$ cat src/rtl/shift_add_mul_ctrl.sv
// Sequencing controller for an N-bit unsigned shift-add multiplier datapath.
// Takes one operand pair per valid/ready handshake, walks the datapath through
// load / add / shift steps driven by the accumulator LSB, then presents the
// 2N-bit product over a second valid/ready handshake.
//
// Optional feature macro: SAM_CTRL_ZERO_BYPASS_EN
//   When defined, a zero operand skips the datapath and jumps straight to DONE
//   with a forced-zero result.

module shift_add_mul_ctrl #(
    parameter int unsigned N = 4
) (
    input  logic             clk,
    input  logic             rst_n,
    input  logic             in_valid_i,
    output logic             in_ready_o,
    input  logic [N-1:0]     mplier_i,
    input  logic [N-1:0]     mcand_i,
    output logic             out_valid_o,
    input  logic             out_ready_i,
    output logic [2*N-1:0]   result_o,
    output logic             busy_o,
    output logic             load_o,
    output logic             sh_o,
    output logic             ad_o,
    output logic [N-1:0]     dp_mplier_o,
    output logic [N-1:0]     dp_mcand_o,
    input  logic             m_i,
    input  logic [2*N-1:0]   product_i
);

    localparam int unsigned CNT_W = (N > 1) ? $clog2(N) : 1;

    typedef enum logic [2:0] {
        StIdle,
        StLoad,
        StCheck,
        StShift,
        StDone
    } state_e;

    state_e           state_q, state_d;
    logic [CNT_W-1:0] cnt_q, cnt_d;
    logic [N-1:0]     mplier_q, mcand_q;
    logic             in_ready_q, busy_q, load_q, out_valid_q;
    logic             cnt_last;
    logic             accept;

`ifdef SAM_CTRL_ZERO_BYPASS_EN
    logic zero_q, zero_d;
    logic in_zero;
    assign in_zero = (mplier_i == '0) || (mcand_i == '0);
`endif

    assign cnt_last = (cnt_q == CNT_W'(N - 1));
    assign accept   = (state_q == StIdle) && in_valid_i;

    // Next-state and bit-counter update.
    always_comb begin
        state_d = state_q;
        cnt_d   = cnt_q;
`ifdef SAM_CTRL_ZERO_BYPASS_EN
        zero_d  = zero_q;
`endif
        unique case (state_q)
            StIdle: begin
                if (in_valid_i) begin
`ifdef SAM_CTRL_ZERO_BYPASS_EN
                    if (in_zero) begin
                        state_d = StDone;
                        zero_d  = 1'b1;
                    end else begin
                        state_d = StLoad;
                    end
`else
                    state_d = StLoad;
`endif
                end
            end
            StLoad: begin
                cnt_d   = '0;
                state_d = StCheck;
            end
            StCheck: begin
                if (m_i) begin
                    // Add this cycle, the matching shift follows in StShift.
                    state_d = StShift;
                end else if (cnt_last) begin
                    state_d = StDone;
                end else begin
                    cnt_d = cnt_q + 1'b1;
                end
            end
            StShift: begin
                if (cnt_last) begin
                    state_d = StDone;
                end else begin
                    cnt_d   = cnt_q + 1'b1;
                    state_d = StCheck;
                end
            end
            StDone: begin
                if (out_ready_i) begin
                    state_d = StIdle;
`ifdef SAM_CTRL_ZERO_BYPASS_EN
                    zero_d  = 1'b0;
`endif
                end
            end
            default: state_d = StIdle;
        endcase
    end

    // State, counter, operand capture and registered state-decoded outputs.
    always_ff @(posedge clk or negedge rst_n) begin
        if (!rst_n) begin
            state_q     <= StIdle;
            cnt_q       <= '0;
            mplier_q    <= '0;
            mcand_q     <= '0;
            in_ready_q  <= 1'b1;
            busy_q      <= 1'b0;
            load_q      <= 1'b0;
            out_valid_q <= 1'b0;
`ifdef SAM_CTRL_ZERO_BYPASS_EN
            zero_q      <= 1'b0;
`endif
        end else begin
            state_q     <= state_d;
            cnt_q       <= cnt_d;
            if (accept) begin
                mplier_q <= mplier_i;
                mcand_q  <= mcand_i;
            end
            in_ready_q  <= (state_d == StIdle);
            busy_q      <= (state_d != StIdle);
            load_q      <= (state_d == StLoad);
            out_valid_q <= (state_d == StDone);
`ifdef SAM_CTRL_ZERO_BYPASS_EN
            zero_q      <= zero_d;
`endif
        end
    end

    // Add/shift strobes are Mealy on m_i in StCheck, so they stay combinational.
    always_comb begin
        ad_o = (state_q == StCheck) && m_i;
        sh_o = ((state_q == StCheck) && !m_i) || (state_q == StShift);
    end

    // Result is forced to zero whenever it is not being presented.
    always_comb begin
        result_o = '0;
        if (out_valid_q) begin
`ifdef SAM_CTRL_ZERO_BYPASS_EN
            result_o = zero_q ? '0 : product_i;
`else
            result_o = product_i;
`endif
        end
    end

    assign in_ready_o  = in_ready_q;
    assign busy_o      = busy_q;
    assign load_o      = load_q;
    assign out_valid_o = out_valid_q;
    assign dp_mplier_o = mplier_q;
    assign dp_mcand_o  = mcand_q;

endmodule

$ cat config.mk
export PLATFORM = sky130hd
export DESIGN_NAME = shift_add_mul_ctrl
export DESIGN_NICKNAME = d
export VERILOG_FILES = /design/src/rtl/shift_add_mul_ctrl.sv
export SDC_FILE = /design/constraint.sdc
export NUM_CORES = 1
export LEC_CHECK = 0
export ABC_AREA = 1
export BUFFER_PORTS_ARGS = -buffer_cell sky130_fd_sc_hd__buf_2
export CAP_MARGIN = 20
export CORE_MARGIN = 2
export CORE_UTILIZATION = 43
export DETAILED_ROUTE_END_ITERATION = 10
export PLACE_DENSITY = 0.77
export REMOVE_ABC_BUFFERS = 1
export SETUP_SLACK_MARGIN = 0.2
export SLEW_MARGIN = 20
export SYNTH_ARGS = -nofsm -noshare
export SYNTH_HDL_FRONTEND = slang
export SYNTH_SLANG_ARGS = --single-unit
$ cat constraint.sdc
create_clock -name clk -period 1.4 [get_ports clk]
set_input_delay 0.07 -clock clk [delete_from_list [all_inputs] [get_ports clk]]
set_output_delay 0.07 -clock clk [all_outputs]
set_load 0.02 [all_outputs]
## Word-level counts from Yosys, hierarchy flattened

Index checks and enable logic that the tools add are counted.

| storage, ports and cells | value |
|---|---|
| flip-flop bits (word level) | 17 |
| output and inout port bits | 22 |

| cells by class | value |
|---|---|
| add/sub/neg operators | 1 |
| equal/unequal tests | 8 |
| multiplexer cells | 10 |
| reduce and logical (&&, ||, !) cells | 10 |

Operator list:

| kind | number |
|---|---|
| two-way mux 3 bit | 5 |
| one-hot mux 3 bit (5 select lines) | 1 |
| two-way mux 8 bit | 1 |
| == test 3 x 1 -> 1 bit, second input constant | 2 |
| == test 3 x 2 -> 1 bit, second input constant | 2 |
| == test 3 bit, second input constant | 2 |
| logical NOT 3 bit | 2 |
| one-hot mux 2 bit (3 select lines) | 1 |
| nonzero test 3 bit | 2 |
| two-way mux 2 bit | 2 |
| logical AND 1 bit | 3 |
| adder 2 x 1 -> 2 bit, second input constant | 1 |
| == test 2 bit, second input constant | 1 |
| inequality test 2 bit, second input constant | 1 |
| AND reduction 2 bit | 1 |
| logical NOT 1 bit | 1 |
| logical OR 1 bit | 1 |

## Longest topological paths before layout

| logic depth | value |
|---|---|
| word-level depth | 5 |
| depth in mapped cells | 6 |
| depth with buffers taken out | 6 |

## Worst setup path after synthesis

No wires, ideal clock.

| timing | value |
|---|---|
| path kind | reg-to-reg |
| from | register cnt_q[0] |
| to | register cnt_q[1] |
| setup time | 0.065 ns |
| data arrival time | 0.991 ns |
| required time | 1.335 ns |
| setup slack | 0.345 ns |
| cell stages (with the launch flop) | 7 |
| buffers on the path | 0 |
| clock period less this slack | 1.055 ns |
| cells stage by stage | dfrtp_1 ha_1 nand2_1 nand3_1 inv_1 nand3_1 nand2_1 |

| on the way | value |
|---|---|
| cells in the longest elaborated chain, start to end | 4 |

RTL lines:

| item | RTL line | RTL |
|---|---|---|
| from (decl) | 43 | `logic [CNT_W-1:0] cnt_q, cnt_d;` |
| from (signal assigned) | 130 | `cnt_q <= cnt_d;` |
| adder 2 x 1 -> 2 bit / == test 2 bit (equally long branches) | 91, 98, 55 |  |
| two-way mux 2 bit (*) | 88, 95 |  |
| two-way mux 2 bit | 85 | `if (m_i) begin` |
| one-hot mux 2 bit (3 select lines) (*) | 65 | `unique case (state_q)` |

Every way passes the cells marked *; elsewhere a longest branch is shown, timed or not. The select of a mux whose other input is x is not followed.
A chain may end at the register's enable or synchronous reset.

## Final worst setup path

| timing | value |
|---|---|
| from | register state_q[0] |
| to | output sh_o |

| on the way | value |
|---|---|
| cells in the longest elaborated chain, start to end | 3 |

RTL lines:

| item | RTL line | RTL |
|---|---|---|
| from (decl) | 42 | `state_e state_q, state_d;` |
| from (signal assigned) | 117 | `state_q <= StIdle;` |
| from (signal assigned) | 129 | `state_q <= state_d;` |
| == test 3 x 2 -> 1 bit | 148 | `sh_o = ((state_q == StCheck) && !m_i) \|\| (state_q == StShift);` |
| logical AND 1 bit | 148 |  |
| logical OR 1 bit (*) | 148 |  |
| to (decl) | 24 | `output logic sh_o,` |

Every way passes the cells marked *; elsewhere a longest branch is shown, timed or not.

==> out/qor.csv <==
stage;metric;value;unit
setup_path;crit_required;1330;ps
yosys;syn-cell-area;817;sq um
place;place_ws;146;ps
timing;hold_slack;94.3;ps
global_route;antenna_found_initial;0;
layout;num-nets-final;193;
detailed_routing;dr_total_vias;940;
setup_path;path_cells;nor2_4 -> buf_4 -> nor2_4 -> buf_6;
timing;final_max_slew_viol_count;0;
power_and_ir_drop;power.leakage;0.821;nW
power_and_ir_drop;vdd_drop_max;1230;uV
clock_network;cts_buffers;3;
setup_path;path_max_fanout;3;
clock_network;clkSlewWorstSetupHoldPaths;110;ps
detailed_routing;ant_nets;0;
setup_path;worst-path-buf-inv;2;
hold_path;hold_class;input port to flip-flop;
setup_path;crit_path_frequent_cell;nor2_4;
layout;fin_cells;195;
detailed_routing;drc;0;
detailed_routing;avgViaCountPerCell;4.82;
clock_network;cts-root-buf;clkbuf_4;
floorplanning;std_cell_rows;15;
setup_path;crit_arrival;1170;ps
clock_network;cts_tree;done;
setup_path;crit_family;flip-flops;
global_route;grt_max_degree;18;
setup_path;startpoint_type;flip-flop;
timing;fmax;806;MHz
clock_network;clkLatencyLatePin;310;ps
clock_network;clock_path_buffers;2;
yosys;avgSynthCellArea;7.64;sq um
timing;hold_violations;0;
layout;final_common_cell;nand2_1;
layout;drive_gt1_share;44.7;%
detailed_routing;routed_wirelength;2570;um
timing;slew_headroom;74.9;%
place;numPortBuffers;42;
layout;area_growth;60.9;%
setup_path;reg2reg_depth;6;
global_route;gr-total-overflow;0;
timing;layout_setup_ws;160;ps
timing;setup-violations-final;0;
status;status;complete, no violations;
power_and_ir_drop;power_density;2050;nW/um^2
floorplanning;initial_core_util;46.3;%
detailed_routing;drt_first_pass_iters;4;
yosys;synth.distinct_cells;16;
detailed_routing;drt_iter0_markers;21;
floorplanning;die-area;2260;sq um
yosys;ys_warn_count;0;
hold_path;holdPathStages;4;
floorplanning;io_pins;43;
yosys;yosysSeqAreaShare;52.2;%
place;dp_hpwl;1460;um
timing;tightest_slew;377;ps
layout;fillerInstances;139;
setup_path;max_stage_delay;460;ps
clock_network;numClockSinks;17;
yosys;synth-seq-cells;17;
setup_path;worst-path-stages;4;
floorplanning;die_x;47.6;um
detailed_routing;wl_per_cell;13.2;um
timing;rsz0062_at_grt;yes;
global_route;grt_pass1_wl;3600;um
timing;finalClockSkew;8.58;ps
floorplanning;core;1760;sq um
global_route;grt_pass1_vias;906;
run;cap_violations;0;
timing;layout_min_cycle_time;1240;ps
timing;setup_tns;0;ps
setup_path;worstSetupPathType;flip-flop to primary output;
clock_network;h-tree-depth;1;
setup_path;cp_slowest_cell;dfrtp_2;
floorplanning;die_y;47.6;um
global_route;track_usage;23.2;%
place;gp_congestion;0.774;
layout;final_cell_mix;44 x nand2_1, 40 x buf_2, 13 x inv_1, 12 x dfrtp_1;
yosys;netlist_instances;107;
setup_path;critPathCaptureType;primary output;
place;post-place-cells;172;
layout;diodes;0;
timing;period_share;88.6;%
==> flip-flops by register name (all words and copies together), names as in the netlist <==
register / flops
dp_mcand_o: 4
dp_mplier_o: 4
state_q: 3
cnt_q: 2
busy_o: 1
in_ready_o: 1
load_o: 1
out_valid_o: 1
==> report_power, final <==
part	switching (W)	internal [W]	total (W)
registers	0.000166	0.000708	0.000874
logic	0.000920	0.000624	0.00154
clock network	0.000176	0.000107	0.000283
==> Yosys cell counts <==
cell type | count | area (sq um)
nor3_1 | 1 | 5.00
ha_1 | 1 | 12.5
nand4_1 | 1 | 6.26
nand3_2 | 3 | 30.0
nand2_1 | 46 | 173
nor2_2 | 1 | 6.26
nand3_1 | 5 | 25.0
dfstp_2 | 1 | 26.3
buf_6 | 1 | 11.3
inv_2 | 3 | 11.3
dfrtp_1 | 16 | 400
o21ai_0 | 1 | 5.00
nor2_1 | 11 | 41.3
nand3b_1 | 1 | 7.51
inv_1 | 14 | 52.6
clkbuf_1 | 1 | 3.75
==> logic make-up after synthesis <==
| kind of cell | after synthesis | synth area share (%) |
|---|---|---|
| compound gates | 1 | 0.612 |
| buf+inv | 19 | 9.65 |
| flops | 17 | 52.2 |
| fa+ha+maj | 1 | 1.53 |
| simple gates | 69 | 36.0 |
==> metrics by stage <==
| stage | cell area [sq um] | util (%) | power (W) |
|---|---|---|---|
| detailed placement | 1040 | 59.1 | 0.00200 |
| global route | 1320 | 74.5 | 0.00290 |
| CTS | 1250 | 70.9 | 0.00248 |
| finish | 1320 | 74.5 | 0.00270 |
| floorplan | 802 | - | 0.00163 |
| global placement | 1040 | 59.1 | 0.00197 |
==> worst reg2reg max path: cells and delay by family (launching register included) <==
| kind | cells | cell delay (ps) |
|---|---|---|
| DFF | 1 | 470 |
| and+or+nand+nor | 4 | 350 |
| buffers and inverters | 2 | 290 |
==> layer usage <==
metal | up-vias | GRT usage (%) | part of all wire (%)
met1 | 426 | 23.1 | 36
met2 | 58 | 43.0 | 55
met5 | - | 0 | 0
met3 | 11 | 3.77 | 6.0
li1 | 445 | - | -
met4 | 0 | 16.8 | 3.6
==> worst paths after layout <==
kind | start | to | slack, ps
max in group asynchronous | rst_n | in_ready_o$_DFF_PN1_ | 900
min in group asynchronous | rst_n | dp_mplier_o[0]$_DFFE_PN0P_ | 190
worst min-delay path | m_i | out_valid_o$_DFF_PN0_ | 90
worst max-delay path | state_q[0]$_DFF_PN0_ | sh_o | 160
worst max register to register | state_q[1]$_DFF_PN0_ | busy_o$_DFF_PN0_ | 200
worst min register to register | dp_mplier_o[3]$_DFFE_PN0P_ | dp_mplier_o[3]$_DFFE_PN0P_ | 490
==> area by class of cell <==
class	instances	area, sq um	area share, %
flip-flops and latches	17	432	32.8
clock inverters	1	5.00	0.381
multi-input cells	71	364	27.7
repair buffers	61	392	29.8
inverters	17	68.8	5.23
clock buffers	3	22.5	1.71
well taps	25	31.3	2.38
==> timing repair <==
action,4_1_cts,5_1_grt
hold buffers,9,0
buffers inserted,9,1
endpoints found under the setup margin,10,23
gates resized for setup,8,17
hold endpoints to repair,25,0
pin swaps,3,3
Note: power is estimated with default switching activity, not from simulation.
